**src/rtl/risc_trace_buffer.sv**
```systemverilog
// Execution-trace capture FIFO fed by the RISC core's pc/alu/halt outputs.
// Define TRACE_OVERWRITE_EN to overwrite the oldest entry instead of dropping when full.
module risc_trace_buffer #(
    parameter int DATA_WIDTH = 8,
    parameter int ADDR_WIDTH = 5,
    parameter int DEPTH      = 16,
    parameter int CNT_WIDTH  = 8
) (
    input  logic                               clk,
    input  logic                               rst,
    input  logic [ADDR_WIDTH-1:0]              pc_counter,
    input  logic [DATA_WIDTH-1:0]              alu_out,
    input  logic                               halt,
    input  logic                               enable,
    output logic                               out_valid,
    input  logic                               out_ready,
    output logic [ADDR_WIDTH+DATA_WIDTH:0]     out_data,
    output logic [$clog2(DEPTH):0]             level,
    output logic [CNT_WIDTH-1:0]               drop_cnt,
    output logic                               done
);

    localparam int PTR_W   = $clog2(DEPTH);
    localparam int LVL_W   = PTR_W + 1;
    localparam int ENTRY_W = ADDR_WIDTH + DATA_WIDTH + 1;
    localparam logic [LVL_W-1:0] FULL_LVL = LVL_W'(DEPTH);

    typedef enum logic [1:0] {
        ST_IDLE  = 2'd0,
        ST_ARMED = 2'd1,
        ST_DONE  = 2'd2
    } state_t;

    state_t                  state_r;
    state_t                  state_nxt_s;
    logic                    was_armed_r;
    logic [ADDR_WIDTH-1:0]   pc_q_r;
    logic                    halt_q_r;
    logic [PTR_W-1:0]        wr_ptr_r;
    logic [PTR_W-1:0]        rd_ptr_r;
    logic [LVL_W-1:0]        level_r;
    logic [LVL_W-1:0]        level_nxt_s;
    logic [CNT_WIDTH-1:0]    drop_cnt_r;
    logic                    done_r;
    logic [ENTRY_W-1:0]      mem_r [DEPTH];

    logic                    first_armed_s;
    logic                    marker_s;
    logic                    push_s;
    logic                    pop_s;
    logic                    full_s;
    logic                    write_s;
    logic                    lose_s;
    logic                    rd_adv_s;
    logic [ENTRY_W-1:0]      entry_s;

    // Capture FSM: decides whether this cycle produces a trace entry and where to go next.
    always_comb begin
        state_nxt_s   = state_r;
        push_s        = 1'b0;
        marker_s      = 1'b0;
        first_armed_s = (state_r == ST_ARMED) && !was_armed_r;
        case (state_r)
            ST_IDLE: begin
                if (enable) begin
                    state_nxt_s = ST_ARMED;
                end else begin
                    state_nxt_s = ST_IDLE;
                end
            end
            ST_ARMED: begin
                marker_s = halt && (!halt_q_r || first_armed_s);
                push_s   = first_armed_s || (pc_counter != pc_q_r) || marker_s;
                // The halt marker wins over a simultaneous disarm so the run always terminates in DONE.
                if (marker_s) begin
                    state_nxt_s = ST_DONE;
                end else if (!enable) begin
                    state_nxt_s = ST_IDLE;
                end else begin
                    state_nxt_s = ST_ARMED;
                end
            end
            ST_DONE: begin
                if (!enable) begin
                    state_nxt_s = ST_IDLE;
                end else begin
                    state_nxt_s = ST_DONE;
                end
            end
            default: begin
                state_nxt_s = ST_IDLE;
            end
        endcase
    end

    assign entry_s = {marker_s, pc_counter, alu_out};
    assign full_s  = (level_r == FULL_LVL);
    assign pop_s   = (level_r != {LVL_W{1'b0}}) && out_ready;

    // FIFO admission: a full FIFO only accepts a push if a pop frees a slot, unless overwriting.
    always_comb begin
        lose_s = push_s && full_s && !pop_s;
`ifdef TRACE_OVERWRITE_EN
        write_s  = push_s;
        rd_adv_s = pop_s || lose_s;
`else
        write_s  = push_s && (!full_s || pop_s);
        rd_adv_s = pop_s;
`endif
        level_nxt_s = level_r + {{(LVL_W-1){1'b0}}, write_s} - {{(LVL_W-1){1'b0}}, rd_adv_s};
    end

    // Control and bookkeeping registers.
    always_ff @(posedge clk or negedge rst) begin
        if (!rst) begin
            state_r     <= ST_IDLE;
            was_armed_r <= 1'b0;
            pc_q_r      <= {ADDR_WIDTH{1'b0}};
            halt_q_r    <= 1'b0;
            wr_ptr_r    <= {PTR_W{1'b0}};
            rd_ptr_r    <= {PTR_W{1'b0}};
            level_r     <= {LVL_W{1'b0}};
            drop_cnt_r  <= {CNT_WIDTH{1'b0}};
            done_r      <= 1'b0;
        end else begin
            state_r     <= state_nxt_s;
            was_armed_r <= (state_r == ST_ARMED);
            pc_q_r      <= pc_counter;
            halt_q_r    <= halt;
            level_r     <= level_nxt_s;
            done_r      <= (state_nxt_s == ST_DONE);
            if (write_s) begin
                wr_ptr_r <= wr_ptr_r + {{(PTR_W-1){1'b0}}, 1'b1};
            end
            if (rd_adv_s) begin
                rd_ptr_r <= rd_ptr_r + {{(PTR_W-1){1'b0}}, 1'b1};
            end
            if (lose_s && (drop_cnt_r != {CNT_WIDTH{1'b1}})) begin
                drop_cnt_r <= drop_cnt_r + {{(CNT_WIDTH-1){1'b0}}, 1'b1};
            end
        end
    end

    // Entry storage; contents are left as-is on reset since level gates visibility.
    always_ff @(posedge clk) begin
        if (write_s) begin
            mem_r[wr_ptr_r] <= entry_s;
        end
    end

    assign out_data  = mem_r[rd_ptr_r];
    assign out_valid = (level_r != {LVL_W{1'b0}});
    assign level     = level_r;
    assign drop_cnt  = drop_cnt_r;
    assign done      = done_r;

endmodule

```
**config.mk**
```make
export PLATFORM = sky130hd
export DESIGN_NAME = risc_trace_buffer
export DESIGN_NICKNAME = d
export VERILOG_FILES = /design/src/rtl/risc_trace_buffer.sv
export SDC_FILE = /design/constraint.sdc
export NUM_CORES = 1
export LEC_CHECK = 0
export CAP_MARGIN = 20
export CORE_MARGIN = 2
export CORE_UTILIZATION = 53
export CTS_BUF_LIST = sky130_fd_sc_hd__clkbuf_8
export CTS_CLUSTER_DIAMETER = 120
export DETAILED_ROUTE_END_ITERATION = 8
export HOLD_SLACK_MARGIN = 0.05
export PLACE_DENSITY_LB_ADDON = 0.1
export SLEW_MARGIN = 10
export SYNTH_ARGS = -nofsm -noshare
export SYNTH_HDL_FRONTEND = slang
export SYNTH_SLANG_ARGS = --single-unit
```
**constraint.sdc**
```tcl
create_clock -name clk -period 2.75 [get_ports clk]
set_clock_uncertainty 0.15 [all_clocks]
set_input_delay 0.825 -clock clk [delete_from_list [all_inputs] [get_ports clk]]
set_output_delay 0.825 -clock clk [all_outputs]
set_load 0.005 [all_outputs]
```
==> impl_metrics.tcl, run 1 <==
set metrics [dict create \
    status "finished, violations left" \
    violations "negative setup slack" \
    initial_utilization_pct 53.93 \
    clock_sinks 255 \
    netlist_area_mm2 0.01005 \
    drc 0 \
    numPortBuffers 46 \
    synth_nets 525 \
    cts_hold_buffers 0 \
    placementRows 50 \
    finalSetupViolations 16 \
    synth_cell_types 40 \
    fin_tns_setup_ns -7.115 \
    diodes 0 \
    finalCritPeriodShare_pct 119.3 \
    area_growth_pct 27.27 \
    synthFlopType "edfxtp_1" \
    tightestPinTransition_ns 0.5707 \
    rsz0062_at_grt "yes" \
    synth_common_cells "edfxtp_1 (224), mux4_2 (56), dfrtp_1 (31)" \
    synth_warnings 0 \
    cts_tree "done" \
    grt_max_degree 32 \
    p_leak_nw 4.573 \
    avgViaCountPerCell 5.809 \
    ys_async_sr_fraction_pct 12.16 \
    yosys.cell_count.top_type "edfxtp_1" \
    r2r_end "level[4]" \
    critical_path_arrival_ns 2.31 \
    hold_violations 0 \
    setup.worst_path.class "register to output port" \
    clk_path_buf_depth 3 \
    synth_area_leader_cell "edfxtp_1" \
    vias 5304 \
    root_buffer "clkbuf_8" \
    crit_path_max_fanout 5 \
    ir_worst_vdd_uv 659.2 \
    drt_first_pass_iters 4 \
    total_power_mw 12.56 \
    synth_cells 494 \
    synthTopCellsByArea "edfxtp_1 (67%), mux4_2 (13%), dfrtp_1 (7.7%), a22oi_1 (2.1%), ha_1 (1.5%)" \
    path_clk_slew_ns 0.06 \
    dp_cells 806 \
    grt.total_usage_pct 23.47 \
    synth_edf_count 224 \
    powerDensity_mw_per_mm2 982.0 \
    cap_violations 0 \
    gp_congestion 0.7856 \
    synth_seq_cells 255 \
    insertion_delay_ns 0.53 \
    grt_pass1_vias 5796 \
    critPathLaunchType "register" \
    hold_path_startpoint "state_r[1]" \
    core-area_mm2 0.01864 \
    synth_area_per_cell_um2 20.35 \
    layout_min_cycle_time_ns 3.280 \
    cp-end-kind "output port" \
    reg2reg_depth 16 \
    dp_hpwl_mm 12.10 \
    fin_ws_ns -0.5303 \
    drv_slew 0 \
    routedWlPerCell_um 24.70 \
    antenna_left 0 \
    fmax_ghz 0.3048 \
    finalNetCount 678 \
    rr_startpoint "level[2]" \
    wl_mm 22.55 \
    grt_overflow 0 \
    holdPathEnd "state_r[0]" \
    crit_path_max_incr_delay_ns 0.53 \
    dieArea_mm2 0.02009 \
    drt_iter0_drc 368 \
    place_ws_ns -0.7678 \
    hold_depth 1 \
    synth_top_area_share_pct 66.91 \
    cts_max_level 2 \
    grt_pass1_wl_mm 34.00 \
    reg2reg_slack_ns -0.06 \
    n_fill_cell 1195 \
    crit_required_ns 1.78 \
    slew_headroom_pct 61.83 \
    numCtsBuffers 42 \
    drive_gt1_share_pct 38.59 \
    cp_slowest_cell "dfrtp_4" \
    die_h_um 141.7 \
    die_w_um 141.7 \
    worstHoldPathType "register to register" \
    yosysSeqAreaShare_pct 74.62 \
    stdcell_count 913 \
    io_pins 47 \
    path_cells "buf_12 > buf_8 > buf_4 > mux4_2 > a22oi_2 > nand2_2 > buf_6" \
    antenna_found_initial 0 \
]
## area by class of cell
type	count	area (um^2)	area share (%)
Inverter	15	61.31	0.4792
Tap cell	234	292.8	2.288
Timing Repair Buffer	130	1536	12.01
Clock buffer	46	633.1	4.948
Clock inverter	30	121.4	0.9486
Multi-Input combinational cell	203	2643	20.65
Sequential cell	255	7507	58.67
## per-stage QoR
step | area [um^2] | util [%] | hold WS, ns
after floorplan | 10120 | - | 0.2777
after CTS | 12720 | 68.22 | 0.3365
after global routing | 12790 | 68.63 | 0.3617
after global placement | 11500 | 61.67 | 0.2955
final | 12790 | 68.63 | 0.3362
after detailed placement | 11500 | 61.67 | 0.3187
## repair_timing
| action | in CTS | in global routing |
|---|---|---|
| resized for setup | 112 | 16 |
| setup endpoints to repair | 18 | 17 |
| pin swaps | 32 | 9 |
| setup buffers | 24 | 5 |
| endpoints found under the hold margin | 0 | 0 |
| cloned | 6 | 0 |
## worst max-delay path: cells and delay by family, from the launching register on
| kind | cells | cell delay (ns) |
|---|---|---|
| buf+inv | 4 | 0.53 |
| compound gates | 1 | 0.19 |
| simple gates | 1 | 0.11 |
| mux | 1 | 0.42 |
| flops | 1 | 0.53 |
## sequential cells by signal, summed over array words and instances (netlist names)
signal       flops
halt_q_r         1
level            5
mem_r          224
was_armed_r      1
drop_cnt         8
state_r          2
rd_ptr_r         4
done             1
pc_q_r           5
wr_ptr_r         4
## kinds of logic after synthesis
family	share of synthesized area (%)
adder cells (fa/ha/maj)	1.693
AO/OA/AOI/OAI	4.008
buffers and inverters	1.419
AND/OR/NAND/NOR	3.423
multiplexers	12.92
XOR/XNOR	1.917
flip-flops	74.62
## placed cells by master (no fill, tap or decap), types with 3 or more instances in the layout
| cell type | n |
|---|---|
| o21bai_1 | 3 |
| buf_16 | 6 |
| mux4_2 | 56 |
| xor2_1 | 12 |
| a211oi_1 | 3 |
| edfxtp_1 | 224 |
| dlygate4sd2_1 | 4 |
| clkinv_1 | 9 |
| nand2_2 | 3 |
| buf_2 | 11 |
| buf_12 | 27 |
| ha_4 | 3 |
| buf_6 | 12 |
| nand4_1 | 4 |
| ha_1 | 9 |
| xnor2_1 | 7 |
| clkinv_2 | 4 |
| buf_4 | 40 |
| a22oi_1 | 4 |
| nand2_1 | 16 |
| inv_2 | 4 |
| clkbuf_8 | 46 |
| a22oi_2 | 24 |
| dfrtp_1 | 29 |
| a2111oi_2 | 4 |
| clkdlybuf4s50_1 | 27 |
| inv_1 | 25 |
| and3_1 | 16 |
| nor2b_1 | 5 |
| and2_1 | 7 |
## power breakdown
part / total (mW) / internal (mW) / leakage [nW] / switching [mW]
Sequential: 4.77 / 4.57 / 2.40 / 0.202
Combinational: 4.83 / 2.64 / 1.73 / 2.20
Clock: 2.96 / 1.53 / 0.446 / 1.43
Total: 12.6 / 8.74 / 4.57 / 3.82
## layer usage
| layer | up-vias | wire, um | track usage (%) |
|---|---|---|---|
| li1 | 2330 | - | - |
| met1 | 2794 | 8900 | 29.28 |
| met2 | 146 | 12130 | 42.13 |
| met3 | 34 | 1101 | 4.286 |
| met4 | 0 | 419 | 7.158 |
| met5 | - | 0 | 0 |
## worst max-delay path by stage
| stage | from | slack, ns | cells past startpoint | endpoint |
|---|---|---|---|---|
| after floorplan | pc_counter[0] | -0.52 | 14 | level[4] |
| after global placement | pc_counter[0] | -0.69 | 14 | level[4] |
| after detailed placement | pc_counter[0] | -0.77 | 14 | level[4] |
| after CTS | rd_ptr_r[0] | -0.60 | 7 | out_data[13] |
| after global routing | rd_ptr_r[0] | -0.60 | 7 | out_data[9] |
| final | rd_ptr_r[0] | -0.53 | 7 | out_data[1] |
Power figures use the tool's default switching activity.
==> run 2: changes to the inputs <==
--- a/config.mk
+++ b/config.mk
@@ -7,5 +7,4 @@
 export LEC_CHECK = 0
 export CAP_MARGIN = 20
-export CORE_MARGIN = 2
 export CORE_UTILIZATION = 53
 export CTS_BUF_LIST = sky130_fd_sc_hd__clkbuf_8
--- a/constraint.sdc
+++ b/constraint.sdc
@@ -3,3 +3,3 @@
 set_input_delay 0.825 -clock clk [delete_from_list [all_inputs] [get_ports clk]]
 set_output_delay 0.825 -clock clk [all_outputs]
-set_load 0.005 [all_outputs]
+set_load 0.1 [all_outputs]
==> run 2 against run 1 <==
The run still ends with negative setup slack left. Critical path depth fell by 1. First-iteration DRC count fell by 14%. Via count fell by 2.9%. Final cell count fell by 1.3%. Hold slack got worse by 0.016 ns. Clock-buffer cell count fell by 2. Register-to-register slack barely moved. Utilization barely moved. Sequential share of layout area rose by 0.079 points. Combinational power rose by 50%. Non-clock buffer count fell by 6. Largest power group unchanged.
==> impl_metrics.tcl, run 2 (synthesized netlist as in run 1, its figures left out) <==
set metrics [dict create \
    status "finished, violations left" \
    violations "negative setup slack" \
    dieArea_mm2 0.01952 \
    core-area_mm2 0.01864 \
    drv_slew 0 \
    final_common_cell "edfxtp_1" \
    fin_area_mm2 0.01279 \
    hold_violations 0 \
    crit_buf_inv 3 \
    finalCritPeriodShare_pct 120.5 \
    clock_sinks 255 \
    cts_tree "done" \
    io_pins 47 \
    rsz0062_at_grt "yes" \
    grt_max_degree 32 \
    dp_hpwl_mm 13.01 \
    drt_iter0_drc 318 \
    setup.worst_path.class "register to output port" \
    diodes 0 \
    area_growth_pct 27.18 \
    regMostFlops "mem_r" \
    finalNetCount 671 \
    rr_startpoint "level[2]" \
    numCtsBuffers 41 \
    insertion_delay_ns 0.53 \
    place_ws_ns -0.7532 \
    fmax_ghz 0.3018 \
    worstHoldPathType "register to register" \
    largest_register_ff_count 224 \
    grt_overflow 0 \
    gp_congestion 0.7960 \
    final_util_pct 68.58 \
    root_buffer "clkbuf_8" \
    drive_gt1_share_pct 43.78 \
    placed_area_mm2 0.01176 \
    avgViaCountPerCell 5.717 \
    crit_top_cell "buf_12" \
    crit_path_max_fanout 9 \
    antenna_found_initial 0 \
    slew_headroom_pct 56.36 \
    total_power_mw 14.95 \
    wl_mm 20.69 \
    reg2reg_depth 16 \
    crit_path_max_incr_delay_ns 0.59 \
    cp_slowest_cell "mux4_2" \
    numPortBuffers 46 \
    p_leak_nw 4.580 \
    dp_cells 819 \
    vias 5151 \
    fin_tns_setup_ns -7.430 \
    holdPathEnd "state_r[0]" \
    drt_first_pass_iters 4 \
    hold_depth 1 \
    path_cells "buf_12 > buf_12 > mux4_2 > a22oi_2 > nand2_4 > buf_12" \
    layout_min_cycle_time_ns 3.314 \
    timing.hold.ws_ns 0.3206 \
    path_clk_slew_ns 0.06 \
    placementRows 50 \
    reg2reg_slack_ns -0.07 \
    layout_common_cells "edfxtp_1 (224), buf_4 (71), mux4_2 (56)" \
    die_h_um 139.7 \
    powerDensity_mw_per_mm2 1169 \
    grt_pass1_vias 5530 \
    grt_pass1_wl_mm 31.60 \
    cp-end-kind "output port" \
    tightestPinTransition_ns 0.6533 \
    critical_path_arrival_ns 2.34 \
    stdcell_count 901 \
    hold_path_startpoint "state_r[1]" \
    grt.total_usage_pct 22.24 \
    clk_path_buf_depth 3 \
    antenna_left 0 \
    drc 0 \
    crit_required_ns 1.78 \
    critPathLaunchType "register" \
    cts_max_level 2 \
    ir_worst_vdd_uv 1179 \
    initial_utilization_pct 53.93 \
    finalSetupViolations 16 \
    cap_violations 0 \
    routedWlPerCell_um 22.96 \
    critical_path.top_delay_family "multiplexers" \
    fin_ws_ns -0.5636 \
    die_w_um 139.7 \
    r2r_end "level[4]" \
]
run 2: where the power goes:
group          internal, mW  switching, mW  total (mW)  leakage [nW]
Combinational          3.00           4.26        7.26          1.75
Clock                  1.56           1.37        2.94         0.436
Sequential             4.58          0.177        4.75          2.40
Total                  9.14           5.81        14.9          4.58
run 2: worst max path at each step:
stage,endpoint,start,cells past startpoint
after floorplan,level[4],pc_counter[0],14
after global placement,level[4],pc_counter[0],14
after detailed placement,level[4],pc_counter[0],14
after CTS,out_data[1],rd_ptr_r[0],6
after global routing,out_data[13],rd_ptr_r[0],6
final,out_data[4],rd_ptr_r[0],6
run 2: routing by layer:
| metal | wire length [um] | track usage, % | up-vias |
|---|---|---|---|
| met2 | 10920 | 38.21 | 149 |
| li1 | - | - | 2312 |
| met3 | 1141 | 5.024 | 35 |
| met1 | 8124 | 28.08 | 2655 |
| met4 | 508 | 7.403 | 0 |
| met5 | 0 | 0 | - |
run 2: worst reg2reg max path: cells and delay by family (launching register included):
kind	cells	cell delay [ns]
fa+ha+maj	4	0.78
xor+xnor	1	0.14
compound gates	4	0.44
simple gates	1	0.39
flops	1	0.41
buf+inv	6	0.43
run 2: timing repair:
action,in CTS,in global routing
cloned,1,2
setup endpoints to repair,17,16
hold buffers,0,0
pin swaps,17,14
setup buffers,6,4
resized for setup,29,7
run 2: final cells by class:
cell class | count | area, um^2
sequential | 255 | 7512
fill | 1228 | 5857
multi-input combinational | 203 | 2779
timing repair buffer | 124 | 1399
clock buffer | 44 | 605.6
tap | 234 | 292.8
clock inverter | 26 | 136.4
inverter | 15 | 61.31
